### src/rtl/playcity_pkg.sv
// Shared encodings for the PlayCity bus initiator: op codes, bus address map,
// sequencer/T-state enums and the latched request record.
package playcity_pkg;

  typedef enum logic [2:0] {
    OP_AY_WR    = 3'd0,
    OP_CTC_WR   = 3'd1,
    OP_CTC_RD   = 3'd2,
    OP_INTA     = 3'd3,
    OP_SOFT_RST = 3'd4
  } pc_op_e;

  localparam logic [7:0]  PC_AY_LATCH_HI = 8'hF9;
  localparam logic [7:0]  PC_AY_DATA_HI  = 8'hF8;
  localparam logic [3:0]  PC_LO_BASE     = 4'h8;
  localparam logic [15:0] PC_CTC_BASE    = 16'hF880;
  localparam logic [15:0] PC_SOFT_RST    = 16'hF8FF;

  typedef enum logic [2:0] {SQ_IDLE, SQ_CYC_A, SQ_GAP, SQ_CYC_B, SQ_RESP} seq_state_e;
  typedef enum logic [2:0] {T_IDLE, T_1, T_2, T_W, T_3} tstate_e;

  typedef struct packed {
    logic [2:0] op;
    logic [1:0] chan;
    logic [3:0] rg;
    logic [7:0] data;
  } pc_req_t;

  // Ops 5-7 and an AY write addressed to neither PSG produce no bus cycle.
  function automatic logic pc_is_nop(input logic [2:0] op, input logic [1:0] chan);
    return (op > 3'd4) || ((op == OP_AY_WR) && (chan == 2'b00));
  endfunction

endpackage

### src/rtl/playcity_io_cycle.sv
// One Z80 I/O or interrupt-acknowledge bus cycle: T1, T2, TW x WAIT_STATES, T3.
// Every state and output change is qualified by phi_en; done is a one-clock strobe leaving T3.
module playcity_io_cycle
  import playcity_pkg::*;
#(
  parameter int WAIT_STATES = 1
) (
  input  logic        clock,
  input  logic        reset_n,
  input  logic        i_phi_en,
  input  logic        i_start,
  input  logic        i_is_read,
  input  logic        i_is_inta,
  input  logic [15:0] i_addr,
  input  logic [7:0]  i_data,
  input  logic [7:0]  i_bus_din,
  output logic [15:0] o_addr,
  output logic [7:0]  o_dout,
  output logic        o_iorq_n,
  output logic        o_m1_n,
  output logic        o_rd_n,
  output logic        o_wr_n,
  output logic        o_done,
  output logic [7:0]  o_rdata
);

  localparam logic [1:0] LAST_W = 2'(WAIT_STATES - 1);

  tstate_e     r_state;
  logic [1:0]  r_wcnt;
  logic        r_read, r_inta;
  logic [15:0] r_addr;
  logic [7:0]  r_dout, r_rdata;
  logic        r_iorq_n, r_m1_n, r_rd_n, r_wr_n;

  always_ff @(posedge clock or negedge reset_n) begin
    if (!reset_n) begin
      r_state  <= T_IDLE;
      r_wcnt   <= '0;
      r_read   <= 1'b0;
      r_inta   <= 1'b0;
      r_addr   <= '0;
      r_dout   <= '0;
      r_rdata  <= '0;
      r_iorq_n <= 1'b1;
      r_m1_n   <= 1'b1;
      r_rd_n   <= 1'b1;
      r_wr_n   <= 1'b1;
    end else if (i_phi_en) begin
      unique case (r_state)
        T_IDLE: if (i_start) begin
          r_state <= T_1;
          r_addr  <= i_addr;
          if (!i_is_read && !i_is_inta) r_dout <= i_data;
          r_read  <= i_is_read;
          r_inta  <= i_is_inta;
          r_m1_n  <= ~i_is_inta;
        end
        // Acknowledge keeps IORQ off until the wait states; RD/WR never move for it.
        T_1: begin
          r_state  <= T_2;
          r_wcnt   <= '0;
          r_iorq_n <= r_inta;
          r_rd_n   <= ~r_read;
          r_wr_n   <= r_read | r_inta;
        end
        T_2: begin
          r_state  <= T_W;
          r_iorq_n <= 1'b0;
        end
        T_W: if (r_wcnt == LAST_W) begin
          r_state  <= T_3;
          r_iorq_n <= 1'b1;
          r_m1_n   <= 1'b1;
          r_rd_n   <= 1'b1;
          r_wr_n   <= 1'b1;
          if (r_read || r_inta) r_rdata <= i_bus_din;
        end else begin
          r_wcnt <= r_wcnt + 2'd1;
        end
        T_3:     r_state <= T_IDLE;
        default: r_state <= T_IDLE;
      endcase
    end
  end

  assign o_done   = i_phi_en && (r_state == T_3);
  assign o_addr   = r_addr;
  assign o_dout   = r_dout;
  assign o_rdata  = r_rdata;
  assign o_iorq_n = r_iorq_n;
  assign o_m1_n   = r_m1_n;
  assign o_rd_n   = r_rd_n;
  assign o_wr_n   = r_wr_n;

endmodule

### src/rtl/playcity_bus_master.sv
// PlayCity bus initiator: sequences request ops into one or two I/O cycles
// (AY writes are latch-then-data) and returns read/vector data as a one-clock response.
module playcity_bus_master
  import playcity_pkg::*;
#(
  parameter int WAIT_STATES = 1,  // 1..3
  parameter int IO_GAP      = 1   // >=1; the first gap T-state is the cycle's own idle state
) (
  input  logic        clock,
  input  logic        reset_n,
  input  logic        phi_en,
  input  logic        req_valid,
  output logic        req_ready,
  input  logic [2:0]  req_op,
  input  logic [1:0]  req_chan,
  input  logic [3:0]  req_reg,
  input  logic [7:0]  req_data,
  output logic        rsp_valid,
  output logic [7:0]  rsp_data,
  output logic [15:0] addr,
  output logic [7:0]  dout,
  input  logic [7:0]  bus_din,
  output logic        iorq_n,
  output logic        m1_n,
  output logic        rd_n,
  output logic        wr_n
);

  seq_state_e r_state;
  pc_req_t    r_req;
  logic [7:0] r_gap;
  logic       r_rsp_valid;
  logic [7:0] r_rsp_data;

  logic        w_start, w_done, w_rd_op, w_inta_op;
  logic [15:0] w_addr;
  logic [7:0]  w_data, w_rdata, w_lo;

  assign req_ready = (r_state == SQ_IDLE);
  assign w_rd_op   = (r_req.op == OP_CTC_RD);
  assign w_inta_op = (r_req.op == OP_INTA);
  assign w_start   = (r_state == SQ_CYC_A) || (r_state == SQ_CYC_B);
  assign w_lo      = {PC_LO_BASE, r_req.chan, 2'b00};

  always_comb begin
    w_addr = PC_CTC_BASE | {14'd0, r_req.chan};
    w_data = r_req.data;
    case (r_req.op)
      OP_AY_WR: begin
        // GAP already selects cycle B so its address is ready when T1 starts.
        if (r_state == SQ_CYC_A) begin
          w_addr = {PC_AY_LATCH_HI, w_lo};
          w_data = {4'h0, r_req.rg};
        end else begin
          w_addr = {PC_AY_DATA_HI, w_lo};
        end
      end
      OP_SOFT_RST: w_addr = PC_SOFT_RST;
      default: ;
    endcase
  end

  always_ff @(posedge clock or negedge reset_n) begin
    if (!reset_n) begin
      r_state     <= SQ_IDLE;
      r_req       <= '0;
      r_gap       <= '0;
      r_rsp_valid <= 1'b0;
      r_rsp_data  <= '0;
    end else begin
      r_rsp_valid <= 1'b0;
      case (r_state)
        SQ_IDLE: if (req_valid) begin
          r_req   <= '{op: req_op, chan: req_chan, rg: req_reg, data: req_data};
          r_state <= pc_is_nop(req_op, req_chan) ? SQ_RESP : SQ_CYC_A;
        end
        SQ_CYC_A: if (w_done) begin
          if (r_req.op == OP_AY_WR) begin
            if (IO_GAP > 1) begin
              r_state <= SQ_GAP;
              r_gap   <= 8'(IO_GAP - 2);
            end else begin
              r_state <= SQ_CYC_B;
            end
          end else if (w_rd_op || w_inta_op) begin
            r_state     <= SQ_RESP;
            r_rsp_valid <= 1'b1;
            r_rsp_data  <= w_rdata;
          end else begin
            r_state <= SQ_IDLE;
          end
        end
        SQ_GAP: if (phi_en) begin
          if (r_gap == 8'd0) r_state <= SQ_CYC_B;
          else               r_gap   <= r_gap - 8'd1;
        end
        SQ_CYC_B: if (w_done) r_state <= SQ_IDLE;
        SQ_RESP:  r_state <= SQ_IDLE;
        default:  r_state <= SQ_IDLE;
      endcase
    end
  end

  assign rsp_valid = r_rsp_valid;
  assign rsp_data  = r_rsp_data;

  playcity_io_cycle #(.WAIT_STATES(WAIT_STATES)) u_cyc (
    .clock     (clock),
    .reset_n   (reset_n),
    .i_phi_en  (phi_en),
    .i_start   (w_start),
    .i_is_read (w_rd_op),
    .i_is_inta (w_inta_op),
    .i_addr    (w_addr),
    .i_data    (w_data),
    .i_bus_din (bus_din),
    .o_addr    (addr),
    .o_dout    (dout),
    .o_iorq_n  (iorq_n),
    .o_m1_n    (m1_n),
    .o_rd_n    (rd_n),
    .o_wr_n    (wr_n),
    .o_done    (w_done),
    .o_rdata   (w_rdata)
  );

endmodule

### config.mk
export PLATFORM = sky130hd
export DESIGN_NAME = playcity_bus_master
export DESIGN_NICKNAME = d
export VERILOG_FILES = /design/src/rtl/playcity_pkg.sv /design/src/rtl/playcity_io_cycle.sv /design/src/rtl/playcity_bus_master.sv
export SDC_FILE = /design/constraint.sdc
export NUM_CORES = 1
export LEC_CHECK = 0
export BUFFER_PORTS_ARGS = -buffer_cell sky130_fd_sc_hd__buf_2
export CAP_MARGIN = 20
export CELL_PAD_IN_SITES_DETAIL_PLACEMENT = 0
export CELL_PAD_IN_SITES_GLOBAL_PLACEMENT = 1
export CORE_MARGIN = 3
export CORE_UTILIZATION = 46
export DETAILED_ROUTE_END_ITERATION = 7
export PLACE_DENSITY = 0.94
export SLEW_MARGIN = 20
export SYNTH_ARGS = -nofsm -noshare
export SYNTH_HDL_FRONTEND = slang
export SYNTH_SLANG_ARGS = --single-unit
### constraint.sdc
create_clock -name clock -period 4 [get_ports clock]
set_input_delay 0.2 -clock clock [delete_from_list [all_inputs] [get_ports clock]]
set_output_delay 0.2 -clock clock [all_outputs]
set_load 0.02 [all_outputs]
==> results by group, run 1 <==
Setup path
  • CP endpoint kind: flip-flop
  • Required @ worst endpoint: 4.23 ns
  • R2R Setup Slk: 1.54 ns
  • Arr. time, crit path: 2.68 ns
  • CP Class: flip-flop to flip-flop
  • CP startpoint kind: flip-flop
  • CP Max Fanout: 19

CTS
  • Clk sinks: 71
  • Clk Latency, worst-skew pair: 0.35 ns
  • TritonCTS buffer count: 9
  • Buffer levels on the longest clock path: 2
  • Clock Pin Slew Worst Setup and Hold Paths: 0.07 ns
  • Count of cells resized by post-cts repair: 0
  • Setup Buffers After CTS: 0
  • CTS tree: yes
  • Hold-fix buffers, CTS: 0
  • H-tree depth: 3
  • CTS root buffer: clkbuf_8

STA
  • Worst Max-Slew Pin Slew: 0.8089 ns
  • Fin. Hold Viols: 0
  • Fmax: 407.2 MHz
  • Max Transition Viols Final: 0
  • Clock skew: 0.009590 ns
  • Min Tclk post-route: 2.456 ns
  • Tcrit/Tclk final: 61.39%
  • Setup TNS: 0 ns
  • RSZ-0062 raised after global routing: false
  • Final setup viols: 0
  • Worst slew margin: 45.87%

Detailed routing
  • DRC: 0
  • WL met1: 2438 µm
  • Met2 Routed Length: 2625 µm
  • Vias/cell: 5.149
  • Vias: 2,080
  • Final WL: 5527 µm
  • Wire length per cell: 13.68 µm
  • Antenna Nets Post-Route: 0
  • Metal3 WL: 370 µm
  • Initial DRT Pass Iterations: 4
  • Initial DRC Count: 133
  • DR top layer: met4

Power
  • Leak: 1.819 nW
  • P per Cell Area: 734.8 nW/µm²
  • Sw frac: 33.95%
  • Reg power frac: 43.6%
  • Sw Pwr: 0.9160 mW
  • IR drop worst, VDD: 0.3425 mV
  • Pint: 1.782 mW
  • Combinational Power Share: 32.4%
  • Clock power frac: 24.0%

Die
  • Die width: 88.53 µm
  • Die ar.: 7838 µm²
  • CORE AREA: 6459 µm²
  • Row count: 29
  • Initial Utilization: 48.51%
  • Ports: 67
  • Die height: 88.53 µm

Global routing
  • Grt total ovfl: 0
  • Vias in the first global route: 1,949
  • Initial antenna violation count: 0
  • GRT Resource Usage Total: 14.87%
  • First-pass GRT wire length: 8797 µm
  • Largest net degree at the start of global routing: 52

Finish
  • Diodes inserted: 0
  • Synth-to-Final Area Change: 17.21%
  • Final Cell Area: 3672 µm²
  • Final nets: 354
  • Layout cells sized above 1: 37.92%

Worst hold path
  • Hold WC Path Type: input pin to flip-flop

Placement
  • GPL Wtd Cong: 0.7973
  • Port Buf Inserts: 64
  • DP HPWL: 3960 µm
  • DP Area: 3428 µm²

Logic synthesis
  • Ys Warns: 0
  • Post-synthesis instance total: 263
  • Synth top area share: 53.51%
  • Syn_area_per_cell: 11.91 µm²
  • Count of cell types in the netlist: 36
  • Cell taking the most area after synthesis: dfrtp_1
  • Synth top area cells: dfrtp_1, mux2_2, dfstp_2
  • Flops & latches, synth: 71
  • Seq/Total Area, Yosys: 56.87%
  • Post-synthesis cell area: 3133 µm²

Job
  • Maxcap violations: 0

Status
  • Status: completed
==> state kept, by name (all words and copies together), names as in the netlist, 2 cells and up <==
register,flops
r_req,17
r_gap,8
rsp_data,8
u_cyc.o_dout,8
u_cyc.o_rdata,8
u_cyc.o_addr,7
r_state,3
u_cyc.r_state,3
u_cyc.r_wcnt,2
==> critical path, cell delays in order (launching register included) <==
cell and delay, ns:
dfrtp_1 0.47, or3b_1 0.42, or3b_1 0.60, or2_1 0.49
mux2_4 0.36
==> cells by family after synthesis <==
kind of cell | count (synthesis) | synth area share [%]
AND/OR/NAND/NOR | 69 | 10.54
multiplexers | 49 | 17.73
buffers and inverters | 32 | 5.790
adder cells (fa/ha/maj) | 3 | 1.198
other | 1 | 0.1197
XOR/XNOR | 7 | 1.957
AO/OA/AOI/OAI | 31 | 5.791
flip-flops | 71 | 56.87
==> synth_stat cells <==
cell / n
dfrtp_1: 67
mux2_2: 36
nand2_1: 23
o21ai_0: 17
nor2_1: 14
inv_1: 13
buf_4: 9
mux2i_1: 9
nor3_1: 8
nand3_1: 7
xnor2_1: 7
a21oi_1: 5
dfstp_2: 4
mux2_4: 4
buf_2: 3
buf_6: 3
clkbuf_1: 3
ha_1: 3
nor2b_1: 3
nor4_1: 3
a21o_1: 2
a31oi_1: 2
and2_1: 2
and3_1: 2
nand2b_1: 2
or3b_1: 2
a22o_1: 1
a2bb2oi_1: 1
clkbuf_2: 1
conb_1: 1
nand4_1: 1
nand4bb_1: 1
o31ai_1: 1
o32a_1: 1
o41ai_1: 1
or2_1: 1
==> stage by stage <==
step	util (%)	worst slack [ns]	total power, mW	hold WS (ns)	cells
after floorplan	-	1.798	1.868	-0.09559	264
after global placement	53.08	1.572	2.042	0.4317	387
after detailed placement	53.08	1.539	2.070	0.4374	387
after CTS	56.66	1.526	2.728	0.06690	403
after global routing	56.86	1.410	2.880	0.06876	404
final	56.86	1.544	2.698	0.08423	404
==> power by group through the flow <==
stage	registers (mW)	logic [mW]	clock network, mW
global route	1.22	0.961	0.695
floorplan	1.25	0.620	0
detailed placement	1.19	0.883	0
CTS	1.18	0.887	0.664
finish	1.18	0.874	0.649
global placement	1.18	0.864	0
==> path summary, 6_finish.rpt <==
| path | to | cells past startpoint | startpoint |
|---|---|---|---|
| hold reg to reg | u_cyc.o_addr[0]$_DFFE_PN0P_ | 2 | u_cyc.o_addr[0]$_DFFE_PN0P_ |
| hold / removal | u_cyc.o_rdata[4]$_DFFE_PN0P_ | 2 | bus_din[4] |
| max in group asynchronous | rsp_data[6]$_DFFE_PN0P_ | 3 | reset_n |
| min in group asynchronous | r_req[6]$_DFFE_PN0P_ | 2 | reset_n |
| setup / recovery | u_cyc.o_dout[3]$_DFFE_PN0P_ | 4 | u_cyc.r_state[0]$_DFFE_PN0P_ |
| setup reg to reg | u_cyc.o_dout[3]$_DFFE_PN0P_ | 4 | u_cyc.r_state[0]$_DFFE_PN0P_ |
==> cell type report <==
cell class / count / area (µm²)
clock inverter: 4 / 76.32
tap: 77 / 96.34
sequential: 71 / 1782
timing repair buffer: 66 / 340.3
inverter: 13 / 48.80
fill: 542 / 2786
multi-input combinational: 161 / 1174
clock buffer: 12 / 155.1
==> cells in the final DEF, fill, tap and decap left out, drive strengths merged, types with 3 or more instances in the layout <==
cell | Yosys | final
a21oi | 5 | 5
buf | 15 | 65
clkbuf | 4 | 12
dfrtp | 67 | 67
dfstp | 4 | 4
ha | 3 | 3
inv | 13 | 14
mux2 | 40 | 40
mux2i | 9 | 9
nand2 | 23 | 23
nand3 | 7 | 7
nor2 | 14 | 14
nor2b | 3 | 3
nor3 | 8 | 8
nor4 | 3 | 3
o21ai | 17 | 17
xnor2 | 7 | 7
==> layer usage <==
layer / track usage, % / vias up
met5: 0 / -
li1: - / 1009
met1: 18.88 / 999
met2: 22.84 / 64
met4: 5.357 / 0
met3: 6.331 / 8
Power figures use the tool's default switching activity.
==> inputs of run 2 (changes only) <==
CORE_UTILIZATION = 38   (was 46)
PLACE_DENSITY = 0.84   (was 0.94)
clock period = 2 ns   (was 4 ns; I/O delays follow)
==> run 2 against run 1 <==
  * Sequential share of layout area is 3.7 points lower
  * Combinational power rose by 130%
  * Critical path depth stayed put
  * Highest routed layer unchanged
  * Global-route usage down 1.1 points
  * Clock power increased by 56%
  * Hold slack lost 0.059 ns
  * Utilization decreased by 6.3 points
  * Sequential cell count did not move
  * Power up 96%
  * Sequential power grew 95%
  * Largest cell class unchanged
  * Wire length is 11% higher
  * Critical endpoint is now u_cyc.o_dout[2]$_DFFE_PN0P_
==> results by group, run 2 (synthesis results as in run 1) <==
STA
  • Fmax: 525.8 MHz (+29%)
  • Final setup viols: 0 (unchanged)
  • Fin. Hold Viols: 0 (unchanged)
  • Fin worst setup slack: 0.09807 ns (-1.446 ns)
  • RSZ-0062 raised after global routing: false
  • Worst slew margin: 51.61% (+5.7 points)
  • Tcrit/Tclk final: 95.10% (+34 points)
  • Min Tclk post-route: 1.902 ns (-0.5536 ns)
  • Clock skew: 0.01033 ns (+0.0007351 ns)
  • Hold slack final: 0.02562 ns (-0.05861 ns)
  • Max Transition Viols Final: 0 (unchanged)
  • Worst Max-Slew Pin Slew: 0.7225 ns (-0.08639 ns)

Setup path
  • CP startpoint: u_cyc.r_state[0]$_DFFE_PN0P_
  • R2R Setup Slk: 0.1 ns (-1.45 ns)
  • CP Class: flip-flop to flip-flop
  • CP startpoint kind: flip-flop
  • CP endpoint kind: flip-flop
  • R2R Path End: u_cyc.o_dout[2]$_DFFE_PN0P_
  • CP Max Fanout: 5 (-14)
  • Required @ worst endpoint: 2.22 ns (-2.01 ns)
  • Reg2reg path depth: 4 (unchanged)
  • Reg2reg start: u_cyc.r_state[0]$_DFFE_PN0P_
  • Arr. time, crit path: 2.13 ns (-0.55 ns)
  • Crit path capture: u_cyc.o_dout[2]$_DFFE_PN0P_

Finish
  • Largest reg by FF count: r_req
  • Final nets: 388 (+9.6%)
  • Most common cell after layout, fill and taps aside: dfrtp_1
  • Finished Layout Cells: 463 (+15%)
  • Synth-to-Final Area Change: 26.76%
  • Post-layout util: 50.61% (-6.3 points)
  • Diodes inserted: 0 (unchanged)
  • Layout cells sized above 1: 36.84% (-1.1 points)
  • Max reg flops: 17 (unchanged)
  • Most frequent cells in the layout: dfrtp_1, buf_2, mux2_2

CTS
  • CTS root buffer: clkbuf_8
  • Clk Latency, worst-skew pair: 0.34 ns (about the same)
  • CTS tree: yes
  • Buffer levels on the longest clock path: 2 (unchanged)
  • TritonCTS buffer count: 9 (unchanged)
  • Clock Pin Slew Worst Setup and Hold Paths: 0.07 ns (about the same)
  • H-tree depth: 3 (unchanged)
  • Clk sinks: 71 (unchanged)

Die
  • Die ar.: 9370 µm² (+20%)
  • Initial Utilization: 39.92% (-8.6 points)
  • Row count: 32 (+10%)
  • Die height: 96.80 µm (+9.3%)
  • CORE AREA: 7848 µm² (+22%)
  • Die width: 96.80 µm (+9.3%)
  • Ports: 67 (unchanged)

Job
  • Maxcap violations: 0 (unchanged)

Global routing
  • First-pass GRT wire length: 10,540 µm (+20%)
  • GRT Resource Usage Total: 13.76% (-1.1 points)
  • Initial antenna violation count: 0 (unchanged)
  • Vias in the first global route: 2,186 (+12%)
  • Grt total ovfl: 0 (unchanged)
  • Largest net degree at the start of global routing: 48 (-7.7%)

Placement
  • Port Buf Inserts: 64 (unchanged)
  • GPL Wtd Cong: 0.8221 (+3.1%)
  • Post-Place Cells: 423 (+9.3%)
  • DP HPWL: 4268 µm (+7.8%)
  • Placement Setup Slack: 0.08660 ns (-1.453 ns)

Power
  • Leak: 1.948 nW (+7.1%)
  • IR drop worst, VDD: 0.6852 mV (+100%)
  • P per Cell Area: 1329 nW/µm² (+81%)

Detailed routing
  • Antenna Nets Post-Route: 0 (unchanged)
  • Wire length per cell: 13.26 µm (-3.1%)
  • Initial DRT Pass Iterations: 4 (unchanged)
  • Vias: 2,202 (+5.9%)
  • Vias/cell: 4.756 (-7.6%)
  • Initial DRC Count: 86 (-35%)
  • Final WL: 6138 µm (+11%)
  • DRC: 0 (unchanged)

Worst hold path
  • Hold WC Path Type: input pin to flip-flop

Status
  • Status: completed
-- run 2: final cells by class --
class	count	area, µm²
tap	102	127.6
fill	717	3876
timing repair buffer	100	663.1
clock inverter	1	5.005
clock buffer	15	166.4
multi-input combinational	161	1179
inverter	13	48.80
sequential	71	1782
-- run 2: routing by layer --
metal	GRT usage, %	vias up	share of wire, %
met2	22.35	61	49
met5	0	-	0
met4	4.644	0	1.6
met3	4.758	10	5.4
met1	17.14	1049	44
li1	-	1082	-
-- run 2: worst min path at each step --
stage	startpoint	to	slack, ns	cells after the start
after floorplan	reset_n	r_gap[0]$_DFFE_PN0P_	-0.20	0
after global placement	reset_n	u_cyc.o_dout[5]$_DFFE_PN0P_	0.13	1
after detailed placement	reset_n	u_cyc.o_dout[7]$_DFFE_PN0P_	0.13	1
after CTS	req_op[0]	r_req[14]$_DFFE_PN0P_	0.001	2
after global routing	req_op[0]	r_req[14]$_DFFE_PN0P_	0.02	2
final	req_op[0]	r_req[14]$_DFFE_PN0P_	0.03	2
-- run 2: power by group --
| group | switching [mW] | internal [mW] | leakage, nW | total, mW |
|---|---|---|---|---|
| Clock | 0.494 | 0.519 | 0.0877 | 1.01 |
| Sequential | 0.315 | 1.98 | 0.885 | 2.30 |
| Combinational | 1.04 | 0.929 | 0.975 | 1.97 |
| Total | 1.85 | 3.43 | 1.95 | 5.28 |
-- run 2: metrics by stage --
stage	power [mW]	setup TNS [ns]	cell area (µm²)
3_3_place_gp	4.209	0	3560
3_5_place_dp	4.280	0	3560
2_1_floorplan	3.740	-0.5005	3142
6_report	5.279	0	3971
4_1_cts	5.344	0	3971
5_1_grt	5.649	0	3971
-- run 2: worst max-delay path, stage by stage (launching register included) --
cell,delay (ns)
dfrtp_1,0.37
or3b_1,0.38
or3b_1,0.37
or2_1,0.34
mux2_4,0.33
-- run 2: what timing repair did --
item,4_1_cts,5_1_grt
hold buffers,24,0
setup buffers,0,0
resized for setup,0,0
setup endpoints to repair,0,0
hold endpoints to repair,43,0
